File: config.mk
export PLATFORM = sky130hd
export DESIGN_NAME = cond_ctrl_pipe
export DESIGN_NICKNAME = d
export VERILOG_FILES = /design/src/rtl/cond_ctrl_pipe.sv
export SDC_FILE = /design/constraint.sdc
export NUM_CORES = 1
export LEC_CHECK = 0
export ABC_AREA = 1
export ABC_CLOCK_PERIOD_IN_PS = 4900
export BUFFER_PORTS_ARGS = -buffer_cell sky130_fd_sc_hd__buf_4
export CAP_MARGIN = 15
export CORE_MARGIN = 2
export CORE_UTILIZATION = 45
export DETAILED_ROUTE_END_ITERATION = 8
export PLACE_DENSITY = 0.74
export SYNTH_ARGS = -nofsm -noshare
export SYNTH_HDL_FRONTEND = slang
export SYNTH_SLANG_ARGS = --single-unit
File: constraint.sdc
create_clock -name clk -period 4.9 [get_ports clk]
set_clock_uncertainty 0.2 [all_clocks]
set_input_delay 0.98 -clock clk [delete_from_list [all_inputs] [get_ports clk]]
set_output_delay 0.98 -clock clk [all_outputs]
set_load 0.05 [all_outputs]
File: src/rtl/cond_ctrl_pipe.sv
// Control-signal pipeline from Decode through Execute to Writeback.
// Execute holds the decoded control and evaluates the condition field against the
// committed NZCV flags. Only control whose condition passes moves on as a write.
// Stage 1 is Memory and stage N_POST is Writeback.
// The block also counts the PC writes still in flight, for the hazard unit.
module cond_ctrl_pipe #(
    parameter int unsigned CTRL_W = 6,
    parameter int unsigned N_POST = 2
) (
    input  logic              clk,
    input  logic              reset,
    // Decode-stage control
    input  logic              pcs_d,
    input  logic              regw_d,
    input  logic              memw_d,
    input  logic              branch_d,
    input  logic [1:0]        flagw_d,
    input  logic [3:0]        cond_d,
    input  logic [CTRL_W-1:0] side_d,
    // Execute-stage inputs
    input  logic [3:0]        alu_flags,
    input  logic              stall_e,
    input  logic              flush_e,
    // Execute-stage outputs
    output logic [CTRL_W-1:0] side_e,
    output logic [3:0]        flags_q,
    output logic              cond_ex_e,
    output logic              branch_taken_e,
    // Memory stage (stage 1)
    output logic              regwrite_m,
    output logic              memwrite_m,
    output logic [CTRL_W-1:0] side_m,
    // Writeback stage (stage N_POST)
    output logic              pcsrc_w,
    output logic              regwrite_w,
    output logic [CTRL_W-1:0] side_w,
    // Hazard-unit view of PC writes still in flight
    output logic              pcwr_pending_f,
    output logic [2:0]        pcwr_count
);

    // Execute register
    logic              pcsE;
    logic              regwE;
    logic              memwE;
    logic              branchE;
    logic [1:0]        flagwE;
    logic [3:0]        condE;
    logic [CTRL_W-1:0] sideE;

    // Condition result and the writes it gates
    logic condEx;
    logic pcsrcE;
    logic regwG;
    logic memwG;

    // Flag bits, named for readability
    logic flagN;
    logic flagZ;
    logic flagC;
    logic flagV;

    // Post-execute stages. Index 1 is Memory and index N_POST is Writeback.
    logic [N_POST:1]             pcsrcS;
    logic [N_POST:1]             regwS;
    logic                        memwM;
    logic [N_POST:1][CTRL_W-1:0] sideS;

    logic [2:0] pcwrCount;

    assign flagN = flags_q[3];
    assign flagZ = flags_q[2];
    assign flagC = flags_q[1];
    assign flagV = flags_q[0];

    // Decode the 16 condition codes against the committed flags
    always_comb begin
        condEx = 1'b0;
        unique case (condE)
            4'd0:  condEx = flagZ;
            4'd1:  condEx = !flagZ;
            4'd2:  condEx = flagC;
            4'd3:  condEx = !flagC;
            4'd4:  condEx = flagN;
            4'd5:  condEx = !flagN;
            4'd6:  condEx = flagV;
            4'd7:  condEx = !flagV;
            4'd8:  condEx = flagC && !flagZ;
            4'd9:  condEx = !flagC || flagZ;
            4'd10: condEx = (flagN == flagV);
            4'd11: condEx = (flagN != flagV);
            4'd12: condEx = !flagZ && (flagN == flagV);
            4'd13: condEx = flagZ || (flagN != flagV);
            4'd14: condEx = 1'b1;
            4'd15: condEx = 1'b0;
        endcase
    end

    assign pcsrcE = pcsE & condEx;
    assign regwG  = regwE & condEx;
    assign memwG  = memwE & condEx;

    // Execute register: flush beats stall, and stall beats load
    always_ff @(posedge clk or posedge reset) begin
        if (reset) begin
            pcsE    <= 1'b0;
            regwE   <= 1'b0;
            memwE   <= 1'b0;
            branchE <= 1'b0;
            flagwE  <= 2'b00;
            condE   <= 4'd0;
            sideE   <= '0;
        end else if (flush_e) begin
            pcsE    <= 1'b0;
            regwE   <= 1'b0;
            memwE   <= 1'b0;
            branchE <= 1'b0;
            flagwE  <= 2'b00;
            condE   <= 4'd0;
            sideE   <= '0;
        end else if (!stall_e) begin
            pcsE    <= pcs_d;
            regwE   <= regw_d;
            memwE   <= memw_d;
            branchE <= branch_d;
            flagwE  <= flagw_d;
            condE   <= cond_d;
            sideE   <= side_d;
        end
    end

    // NZCV commit. A flush of E does not cancel the update for the instruction already in E.
    always_ff @(posedge clk or posedge reset) begin
        if (reset) begin
            flags_q <= 4'b0000;
        end else if (!stall_e && condEx) begin
            if (flagwE[1]) begin
                flags_q[3:2] <= alu_flags[3:2];
            end
            if (flagwE[0]) begin
                flags_q[1:0] <= alu_flags[1:0];
            end
        end
    end

    // Post-execute shift chain. A held E instruction sends a bubble so it issues only once.
    always_ff @(posedge clk or posedge reset) begin
        if (reset) begin
            pcsrcS <= '0;
            regwS  <= '0;
            memwM  <= 1'b0;
            sideS  <= '0;
        end else begin
            if (stall_e) begin
                pcsrcS[1] <= 1'b0;
                regwS[1]  <= 1'b0;
                memwM     <= 1'b0;
            end else begin
                pcsrcS[1] <= pcsrcE;
                regwS[1]  <= regwG;
                memwM     <= memwG;
            end
            sideS[1] <= sideE;
            for (int i = 2; i <= int'(N_POST); i++) begin
                pcsrcS[i] <= pcsrcS[i-1];
                regwS[i]  <= regwS[i-1];
                sideS[i]  <= sideS[i-1];
            end
        end
    end

    // PC writes in flight: D and E (ungated), plus every stage before W
    always_comb begin
        pcwrCount = {2'b00, pcs_d} + {2'b00, pcsE};
        for (int i = 1; i < int'(N_POST); i++) begin
            pcwrCount = pcwrCount + {2'b00, pcsrcS[i]};
        end
    end

    assign side_e         = sideE;
    assign cond_ex_e      = condEx;
    assign branch_taken_e = branchE & condEx;
    assign regwrite_m     = regwS[1];
    assign memwrite_m     = memwM;
    assign side_m         = sideS[1];
    assign pcsrc_w        = pcsrcS[N_POST];
    assign regwrite_w     = regwS[N_POST];
    assign side_w         = sideS[N_POST];
    assign pcwr_count     = pcwrCount;
    assign pcwr_pending_f = (pcwrCount != 3'd0);

endmodule

==> metrics.md, run 1 <==
| Metric | Value |
|---|---|
| Status | `finished, final reports clean` |
| Number of global-route vias before repair | `1,300` |
| Leakage power | `1.10 nW` |
| # resized after CTS | `0` |
| Worst slew margin | `48.4%` |
| Mapped cell area | `1520 um^2` |
| Initial antenna violation count | `0` |
| Net load switching power | `0.000378 W` |
| DRT iter0 DRCs | `56` |
| Detailed placement HPWL | `2490 um` |
| Post-layout min period | `3.24 ns` |
| Pwr dens | `459 nW/um^2` |
| Max Used Layer | `met4` |
| Post-CTS Hold Fix Bufs | `0` |
| Period utilization | `66.0%` |
| Worst-path clk slew | `0.11 ns` |
| DR vias | `1,293` |
| Post-route ant nets | `0` |
| Die X | `62.1 um` |
| Die Ht | `62.1 um` |
| Internal power | `0.000565 W` |
| Starting density of the core | `46.2%` |
| Core Area | `3280 um^2` |
| Critical path class | `input port to output port` |
| Met3 WL | `207 um` |
| Distinct cells, synth | `22` |
| P&R area growth vs syn | `35.3%` |
| Register share of total power | `38.9%` |
| FP Rows | `21` |
| Min-Delay Path Class | `flop to flop` |
| Yosys reg bits | `37` |
| CTS Buf Count | `5` |
| Combinational power share | `37.4%` |
| Die area | `3860 um^2` |
| Post-Synth Adder-Cell Area | `1.32%` |
| WL/cell | `12.7 um` |
| Max Freq | `0.309 GHz` |
| Gr usage total | `19.5%` |
| Synth warnings | `0` |
| CP endpoint kind | `output port` |
| Sequential share of the synthesized area | `61.0%` |
| Area after DPL | `1970 um^2` |
| Final wirelength | `3330 um` |
| RSZ-0062 raised after global routing | `false` |
| Critical Path RT | `3.72 ns` |
| Final GP Congestion | `0.868` |
| Met2 routed WL | `1670 um` |
| VDD IR-drop max | `0.000205 V` |
| IO Pins | `56` |
| Post-route met1 wirelength | `1390 um` |
| Syn Area/Cell | `9.55 um^2` |
| Longest Clk Path Bufs | `2` |
| Sw Ratio | `40.1%` |
| Fin. max-slew vios | `0` |
| Layout cell share with drive strength beyond 1 | `33.2%` |
| CP Max Fanout | `2` |
| H-Tree Depth | `2` |
| Clock power share | `23.6%` |
| Post-Syn Nets | `184` |
| Final setup fails | `0` |
| Clk_lat worst skew | `0.34 ns` |
| First-pass GRT wire length | `5870 um` |
| Post-synthesis simple-gate area fraction | `25.9%` |
| Post-route DRC | `0` |
| Clock sink count | `37` |
| Setup_tns | `0 ns` |
| Largest net degree at the start of global routing | `38` |
| CTS root buf | `clkbuf_4` |
| Biggest area consumer among synthesized cells | `dfrtp_1` |
| Most frequent cells in the layout | `55 x buf_4, 40 x nand2_1, 37 x dfrtp_1` |
| Worst Tran Pin Value | `0.773 ns` |
| PortBufs | `54` |
| Final hold slack | `0.188 ns` |
| Commonest non-fill, non-tap cell in the layout | `buf_4` |
| Cell count after synthesis | `159` |
| Setup ws final | `1.66 ns` |
| Synth Area in XOR/XNOR | `0%` |
| TritonCTS clock tree | `yes` |
| Dpl ws | `1.66 ns` |
| Compound-Gate Fraction of Synth Area | `6.34%` |
| WP data arrival | `2.06 ns` |
| Synth area leaders | `dfrtp_1 61%, nand2_1 9.9%, nand3_1 7.6%` |
| Hold Vio Cnt, Final | `0` |
| Startpoint types | `input port` |
| Number of vias per cell | `4.92` |
| Post-route cell area | `2060 um^2` |
| Postcts setup bufs | `0` |
| FILL cells | `291` |
| Remaining Overflow, GRT | `0` |
| First-pass DRT Iterations | `4` |
| Synth top area share | `61.0%` |
| Nets | `241` |
| Mux cell area share after synthesis | `0%` |
| Main combinational cell family by area after synthesis | `simple AND/OR/NAND/NOR gates` |
| N_diodes | `0` |
| MaxCap Viol Count | `0` |
## flip-flops by register name, indices dropped and copies added, names as in the netlist
register	cells
branchE	1
condE	4
flags_q	4
flagwE	2
memwE	1
memwrite_m	1
pcsE	1
pcsrcS	2
regwE	1
regwS	2
side_e	6
side_m	6
side_w	6
## per-layer routing
| metal | vias up | global-route usage (%) |
|---|---|---|
| met5 | - | 0 |
| met4 | 0 | 7.78 |
| met3 | 8 | 7.07 |
| met2 | 39 | 31.8 |
| met1 | 615 | 23.7 |
| li1 | 631 | - |
## layout make-up
class	instances	area [um^2]	share of cell area, %
Sequential cell	37	926	45.0
Multi-Input combinational cell	102	514	25.0
Timing Repair Buffer	55	413	20.1
Tap cell	46	57.6	2.80
Inverter	15	56.3	2.74
Clock buffer	6	51.3	2.50
Clock inverter	2	37.5	1.83
## Yosys cell counts
library cell / instances
o21ai_0: 8
nor2_4: 1
nand4_1: 4
a21oi_1: 6
conb_1: 1
fa_1: 1
inv_1: 13
inv_2: 1
dfrtp_1: 37
or2_2: 1
o21ai_1: 1
clkinv_1: 1
o211ai_1: 2
nand2_1: 40
nand3_4: 1
nand3_2: 3
a31oi_1: 1
nand2_2: 2
nor2_1: 7
clkbuf_1: 4
buf_4: 1
nand3_1: 23
## critical path, cell delays in order
cell   delay [ns]
buf_4        0.12
fa_1         0.48
or2_2        0.28
buf_4        0.19
## cells by family (layout without fill, tap and decap cells)
family,count (synthesis),in the layout
adders and majority gates,1,1
and+or+nand+nor,82,82
AOI/OAI and AO/OA,18,18
other,1,1
buffers and inverters,20,78
DFF,37,37
## power by group through the flow
stage               Combinational (W)  Sequential, W  Clock (W)
floorplan                    0.000169       0.000456          0
global placement             0.000351       0.000372          0
detailed placement           0.000355       0.000374          0
CTS                          0.000356       0.000368   0.000228
global route                 0.000382       0.000373   0.000245
finish                       0.000353       0.000367   0.000223
## metrics by stage
step / instances / utilization, % / power (W)
after global routing: 263 / 62.6 / 0.00100
after global placement: 255 / 59.9 / 0.000723
after CTS: 263 / 62.6 / 0.000951
after detailed placement: 255 / 59.9 / 0.000729
after floorplan: 159 / - / 0.000625
final: 263 / 62.6 / 0.000943
## path summary, 6_finish.rpt
kind                                from             end  slack, ns  cells past startpoint
max in group asynchronous          reset       pcsrcS[1]       3.65                      3
worst min-delay path            regwS[1]        regwS[2]       0.19                      0
worst max register to register  condE[1]      flags_q[2]       3.13                     12
worst max-delay path               pcs_d  pcwr_pending_f       1.66                      4
min in group asynchronous          reset       side_w[5]       0.52                      3
worst min register to register  regwS[1]        regwS[2]       0.19                      0
Power figures use the tool's default switching activity.
==> run 2: changes to the inputs <==
- ABC_AREA: 1 -> 0
- ABC_CLOCK_PERIOD_IN_PS: 4900 -> 3000
- clock period: 4.9 -> 3 ns (I/O delays scaled with it)
==> metrics.md, run 2 <==
| Metric | Value |
|---|---|
| Setup slack, reg-to-reg | `0.59 ns (was 3.13 ns)` |
| Met3 WL | `227 um (was 207 um)` |
| Remaining Overflow, GRT | `0 (unchanged)` |
| Mapped cell area | `1540 um^2 (was 1520 um^2)` |
| Most frequent cells in the layout | `62 x buf_4, 30 x dfrtp_1, 20 x nor2_1 (was 55 x buf_4, 40 x nand2_1, 37 x dfrtp_1)` |
| Min-Delay Path Class | `input port to async pin (was flop to flop)` |
| Pwr dens | `697 nW/um^2 (was 459 nW/um^2)` |
| Synth top cells by count | `37 x dfrtp_1, 20 x nor2_1, 18 x mux2i_1 (was 40 x nand2_1, 37 x dfrtp_1, 23 x nand3_1)` |
| Sequential share of the synthesized area | `60.2% (was 61.0%)` |
| Critical path class | `flop to output port (was input port to output port)` |
| Critical Path RT | `2.20 ns (was 3.72 ns)` |
| DRT iter0 DRCs | `38 (was 56)` |
| CTS root buf | `clkbuf_4 (unchanged)` |
| Post-route met1 wirelength | `1290 um (was 1390 um)` |
| Die area | `3900 um^2 (was 3860 um^2)` |
| Biggest area consumer among synthesized cells | `dfrtp_1 (unchanged)` |
| Dominant synthesized flop cell | `dfrtp_1 (unchanged)` |
| Die X | `62.5 um (was 62.1 um)` |
| Worst slew margin | `60.7% (was 48.4%)` |
| Distinct cells, synth | `30 (was 22)` |
| Post-synth EDFFs | `0 (unchanged)` |
| Post-Syn Nets | `147 (was 184)` |
| Most numerous cell in the Yosys netlist | `dfrtp_1 (was nand2_1)` |
| First-pass DRT Iterations | `4 (unchanged)` |
| Final Total Pwr | `0.00147 W (was 0.000943 W)` |
| Leakage power | `1.08 nW (was 1.10 nW)` |
| Largest net degree at the start of global routing | `20 (was 38)` |
| Longest Clk Path Bufs | `2 (unchanged)` |
| Compound-Gate Fraction of Synth Area | `5.04% (was 6.34%)` |
| Crit-path cells | `buf_4, mux2_2, o21ai_1, o32ai_2, a211oi_4, and2_4, buf_6 (was buf_4, fa_1, or2_2, buf_4)` |
| Share of synthesized registers carrying an async set or reset | `100% (unchanged)` |
| Hold Vio Cnt, Final | `0 (unchanged)` |
| Post-route cell area | `2110 um^2 (was 2060 um^2)` |
| Synth Area in XOR/XNOR | `1.46% (was 0%)` |
| Yosys reg bits | `37 (unchanged)` |
| Post-Synth Adder-Cell Area | `1.30% (was 1.32%)` |
| Cell count after synthesis | `122 (was 159)` |
| Worst-path clk slew | `0.10 ns (was 0.11 ns)` |
| Period utilization | `97.3%` |
| Synth area leaders | `dfrtp_1 60%, mux2i_1 12%, nor2_1 4.9% (was dfrtp_1 61%, nand2_1 9.9%, nand3_1 7.6%)` |
| Synth top area share | `60.2% (was 61.0%)` |
| Post-synthesis simple-gate area fraction | `11.9% (was 25.9%)` |
| Clk_lat worst skew | `0.32 ns (was 0.34 ns)` |
| TritonCTS clock tree | `yes (unchanged)` |
| Final setup fails | `0 (unchanged)` |
| MaxCap Viol Count | `0 (unchanged)` |
| FP Rows | `21 (unchanged)` |
| Number of vias per cell | `4.82 (was 4.92)` |
| Final wirelength | `3140 um (was 3330 um)` |
| Post-route ant nets | `0 (unchanged)` |
| P&R area growth vs syn | `37.3% (was 35.3%)` |
| Main combinational cell family by area after synthesis | `multiplexers (was simple AND/OR/NAND/NOR gates)` |
| Worst Tran Pin Value | `0.588 ns (was 0.773 ns)` |
| Worst path max stage delay | `0.40 ns (was 0.48 ns)` |
| CP max stage cell | `dfrtp_2 (was fa_1)` |
| Die Ht | `62.5 um (was 62.1 um)` |
| CP Max Fanout | `5 (was 2)` |
| VDD IR-drop max | `0.000328 V (was 0.000205 V)` |
| Detailed placement HPWL | `2230 um (was 2490 um)` |
| Post-layout min period | `2.92 ns` |
| Critical path's top delay family | `compound AO/OA/AOI/OAI gates (was adder cells)` |
| Final GP Congestion | `0.745 (was 0.868)` |
| PortBufs | `54 (unchanged)` |
| Core Area | `3310 um^2 (was 3280 um^2)` |
| N_diodes | `0 (unchanged)` |
| Post-CTS Hold Fix Bufs | `0 (unchanged)` |
| H-Tree Depth | `2 (unchanged)` |
| Layout cell share with drive strength beyond 1 | `47.8% (was 33.2%)` |
| Commonest non-fill, non-tap cell in the layout | `buf_4 (unchanged)` |
| Number of global-route vias before repair | `1,161 (was 1,300)` |
| Mux cell area share after synthesis | `16.1% (was 0%)` |
| Syn Area/Cell | `12.6 um^2 (was 9.55 um^2)` |
| Final core occ | `63.8% (was 62.6%)` |
| First-pass GRT wire length | `5090 um (was 5870 um)` |
| Fin. max-slew vios | `0 (unchanged)` |
| RSZ-0062 raised after global routing | `true (was false)` |
| Max Used Layer | `met4 (unchanged)` |
| Final hold slack | `0.129 ns (was 0.188 ns)` |
| DR vias | `1,109 (was 1,293)` |
| WL/cell | `13.6 um (was 12.7 um)` |
| Starting density of the core | `46.5% (was 46.2%)` |
| Initial antenna violation count | `0 (unchanged)` |
| Startpoint types | `flop (was input port)` |
| CP bufs+invs | `2 (unchanged)` |
| CP endpoint kind | `output port (unchanged)` |
| Nets | `209 (was 241)` |
| Met2 routed WL | `1570 um (was 1670 um)` |
| CTS Buf Count | `5 (unchanged)` |
| Synth warnings | `0 (unchanged)` |
| WP data arrival | `2.12 ns (was 2.06 ns)` |
| IO Pins | `56 (unchanged)` |
| Gr usage total | `17.1% (was 19.5%)` |
| Post-route DRC | `0 (unchanged)` |
| Status | `finished, final reports clean (unchanged)` |
| Max Freq | `0.343 GHz` |
| Clock sink count | `37 (unchanged)` |
| Area after DPL | `1990 um^2 (was 1970 um^2)` |
==> run 2: cell count changes in the layout (fill, tap and decap cells not counted), sizes merged, moves of 7 or more <==
cell and delta:
nand3 -27, o21ai -7, mux2i +18, nand2 -40
buf +8, nor2 +12, inv -10
==> run 2: worst paths after layout <==
kind,start,endpoint,cells after the start
setup reg to reg,flags_q[0],flags_q[0],7
min in group clk,side_m[4],side_w[4],0
setup / recovery,flags_q[0],branch_taken_e,7
hold reg to reg,side_m[4],side_w[4],0
hold / removal,reset,side_e[5],2
max in group asynchronous,reset,condE[3],3
==> run 2: logic make-up (layout without fill, tap and decap cells) <==
family          count (synthesis)  count (layout)
other cells                     1               1
buf+inv                        12              74
fa+ha+maj                       1               1
mux                            24              24
compound gates                 10              10
flops                          37              37
xor+xnor                        1               1
simple gates                   36              36
==> run 2: routing by layer <==
layer  global-route usage [%]  up-vias
met5                        0        -
met2                     27.3       43
met3                     6.85        8
li1                         -      531
met4                     8.06        0
met1                     20.1      527
==> run 2: area by class of cell <==
cell class	count	area, um^2
Clock buffer	7	55.1
Fill cell	301	1200
Inverter	4	15.0
Multi-Input combinational cell	73	574
Sequential cell	37	935
Tap cell	46	57.6
Timing Repair Buffer	63	477
==> run 2: timing repair <==
item	4_1_cts	5_1_grt
setup endpoints to repair	1	1
endpoints found under the hold margin	0	0
setup buffers	3	4
gates cloned	0	0
resized for setup	4	3
pin swaps	3	2
==> run 2: stage by stage <==
| stage | setup TNS [ns] | worst slack [ns] | instances |
|---|---|---|---|
| floorplan | 0 | 0.0673 | 122 |
| global placement | 0 | 0.349 | 216 |
| detailed placement | 0 | 0.252 | 216 |
| CTS | 0 | 0.0133 | 226 |
| global route | -0.0555 | -0.0555 | 230 |
| finish | 0 | 0.0825 | 230 |
==> run 2: report_power, final <==
part / leakage (nW) / internal [W] / total, W / switching (W)
clock network: 0.0314 / 0.000111 / 0.000258 / 0.000147
registers: 0.480 / 0.000557 / 0.000614 / 0.0000576
logic: 0.573 / 0.000241 / 0.000601 / 0.000360
total: 1.08 / 0.000909 / 0.00147 / 0.000565
==> run 2: worst reg2reg max path: stages, from the launching register on <==
cell and delay (ns):
dfrtp_2 0.44, xnor3_1 0.36, a311o_1 0.36, a211oi_2 0.24, a211oi_4 0.07, buf_4 0.16, nand3b_1 0.13, mux2_2 0.35
==> run 3: changes to the inputs <==
- CORE_UTILIZATION: 45 -> 48
- PLACE_DENSITY: 0.74 -> 0.78
- REMOVE_ABC_BUFFERS: default -> 1
==> metrics.md, run 3 (synthesized netlist as in run 2, its figures left out) <==
| Metric | Value |
|---|---|
| Die area | `3680 um^2 (was 3900 um^2)` |
| Post-route ant nets | `0 (unchanged)` |
| DR vias | `1,129 (was 1,109)` |
| Clk_lat worst skew | `0.34 ns (was 0.32 ns)` |
| Fin cells | `231 (was 230)` |
| Detailed placement HPWL | `2210 um (was 2230 um)` |
| PortBufs | `54 (unchanged)` |
| First-pass DRT Iterations | `4 (unchanged)` |
| Remaining Overflow, GRT | `0 (unchanged)` |
| CTS Buf Count | `5 (unchanged)` |
| Critical Path RT | `2.20 ns (about the same)` |
| TritonCTS clock tree | `yes (unchanged)` |
| DP Cell Count | `214 (was 216)` |
| Worst Reg-to-Reg Cells | `9 (was 7)` |
| Clock power share | `17.2% (was 17.5%)` |
| P&R area growth vs syn | `38.3% (was 37.3%)` |
| CP endpoint kind | `output port (unchanged)` |
| Area after DPL | `1970 um^2 (was 1990 um^2)` |
| First-pass GRT wire length | `5330 um (was 5090 um)` |
| CTS root buf | `clkbuf_4 (unchanged)` |
| Gr usage total | `20.0% (was 17.1%)` |
| DRT iter0 DRCs | `46 (was 38)` |
| Post-route cell area | `2130 um^2 (was 2110 um^2)` |
| Pwr dens | `695 nW/um^2 (was 697 nW/um^2)` |
| N_diodes | `0 (unchanged)` |
| Clock sink count | `37 (unchanged)` |
| Final wirelength | `3240 um (was 3140 um)` |
| Leakage power | `1.10 nW (was 1.08 nW)` |
| Min-Delay Path Class | `input port to async pin (unchanged)` |
| Fin. max-slew vios | `0 (unchanged)` |
| IO Pins | `56 (unchanged)` |
| Most frequent cells in the layout | `61 x buf_4, 32 x dfrtp_1, 20 x nor2_1 (was 62 x buf_4, 30 x dfrtp_1, 20 x nor2_1)` |
| Max Freq | `0.345 GHz (was 0.343 GHz)` |
| Reg2reg end | `flags_q[1] (was flags_q[0])` |
| Number of global-route vias before repair | `1,123 (was 1,161)` |
| H-Tree Depth | `2 (unchanged)` |
| Die Ht | `60.6 um (was 62.5 um)` |
| Critical path class | `flop to output port (unchanged)` |
| CP Max Fanout | `6 (was 5)` |
| Worst-path clk slew | `0.11 ns (was 0.10 ns)` |
| Starting density of the core | `50.4% (was 46.5%)` |
| Largest net degree at the start of global routing | `38 (was 20)` |
| Period utilization | `96.7% (was 97.3%)` |
| MaxCap Viol Count | `0 (unchanged)` |
| Critical R2R Launch | `condE[1] (was flags_q[0])` |
| Core Area | `3050 um^2 (was 3310 um^2)` |
| Startpoint types | `flop (unchanged)` |
| Layout cell share with drive strength beyond 1 | `47.1% (was 47.8%)` |
| Die X | `60.6 um (was 62.5 um)` |
| Setup slack, reg-to-reg | `0.50 ns (was 0.59 ns)` |
| Commonest non-fill, non-tap cell in the layout | `buf_4 (unchanged)` |
| Combinational power share | `41.3% (was 40.8%)` |
| Nets | `211 (was 209)` |
| Status | `finished, final reports clean (unchanged)` |
| WP data arrival | `2.10 ns (was 2.12 ns)` |
| FP Rows | `20 (was 21)` |
| Number of vias per cell | `4.89 (was 4.82)` |
| Register share of total power | `41.4% (was 41.7%)` |
| Hold Vio Cnt, Final | `0 (unchanged)` |
| FILL cells | `235 (was 301)` |
| VDD IR-drop max | `0.000340 V (was 0.000328 V)` |
| WL/cell | `14.0 um (was 13.6 um)` |
| Initial antenna violation count | `0 (unchanged)` |
| Sw Ratio | `39.3% (was 38.4%)` |
| Final GP Congestion | `0.760 (was 0.745)` |
| Post-layout min period | `2.90 ns (was 2.92 ns)` |
| Post-route DRC | `0 (unchanged)` |
| Final setup fails | `0 (unchanged)` |
| Internal power | `0.000897 W (was 0.000909 W)` |
| Longest Clk Path Bufs | `2 (unchanged)` |
| Net load switching power | `0.000582 W (was 0.000565 W)` |
[run 3: stage by stage]
stage	util [%]	TNS (ns)	setup slack (ns)	power, W	hold slack, ns
final	69.7	0	0.0992	0.00148	0.148
after global routing	69.7	-0.00459	-0.00459	0.00156	0.172
after CTS	67.2	0	0.0277	0.00145	0.150
after detailed placement	64.5	0	0.277	0.00117	0.164
after global placement	64.5	0	0.375	0.00115	0.159
after floorplan	-	-0.446	-0.405	0.000989	0.172
[run 3: timing repair]
item,CTS,global route
hold buffers,0,0
pin swaps,0,5
endpoints found under the hold margin,0,0
endpoints found under the setup margin,2,2
gates resized for setup,3,9
buffers inserted,3,6
[run 3: power by group through the flow]
| stage | sequential [W] | combinational (W) | clock, W |
|---|---|---|---|
| finish | 0.000613 | 0.000611 | 0.000255 |
| floorplan | 0.000771 | 0.000218 | 0 |
| global placement | 0.000625 | 0.000523 | 0 |
| detailed placement | 0.000633 | 0.000537 | 0 |
| global route | 0.000623 | 0.000650 | 0.000288 |
| CTS | 0.000613 | 0.000572 | 0.000263 |
[run 3: worst max-delay path by stage]
stage | from | end | slack, ns
floorplan | flags_q[0] | branch_taken_e | -0.41
global placement | flags_q[0] | branch_taken_e | 0.38
detailed placement | flags_q[0] | branch_taken_e | 0.28
CTS | condE[3] | branch_taken_e | 0.03
global route | condE[1] | branch_taken_e | -0.005
finish | condE[1] | branch_taken_e | 0.1
[run 3: critical path: stages, from the launching register on]
cell	delay, ns
dfrtp_2	0.45
buf_6	0.14
or3b_1	0.34
a31oi_1	0.21
a211oi_2	0.06
a211oi_2	0.24
and2_4	0.19
buf_8	0.14
[run 3: final cells by class]
type | count | area (um^2) | area share (%)
Clock buffer | 5 | 37.5 | 1.76
Clock inverter | 3 | 17.5 | 0.823
Inverter | 4 | 15.0 | 0.705
Multi-Input combinational cell | 73 | 556 | 26.1
Sequential cell | 37 | 932 | 43.8
Tap cell | 44 | 55.1 | 2.59
Timing Repair Buffer | 65 | 515 | 24.2
[run 3: per-layer routing]
layer	part of all wire (%)	wire (um)	up-vias	track usage, %
met5	0	0	-	0
met4	1.0	33	0	5.59
met3	5.5	177	4	6.61
met2	51	1640	37	30.7
met1	43	1390	548	27.4
li1	-	-	540	-
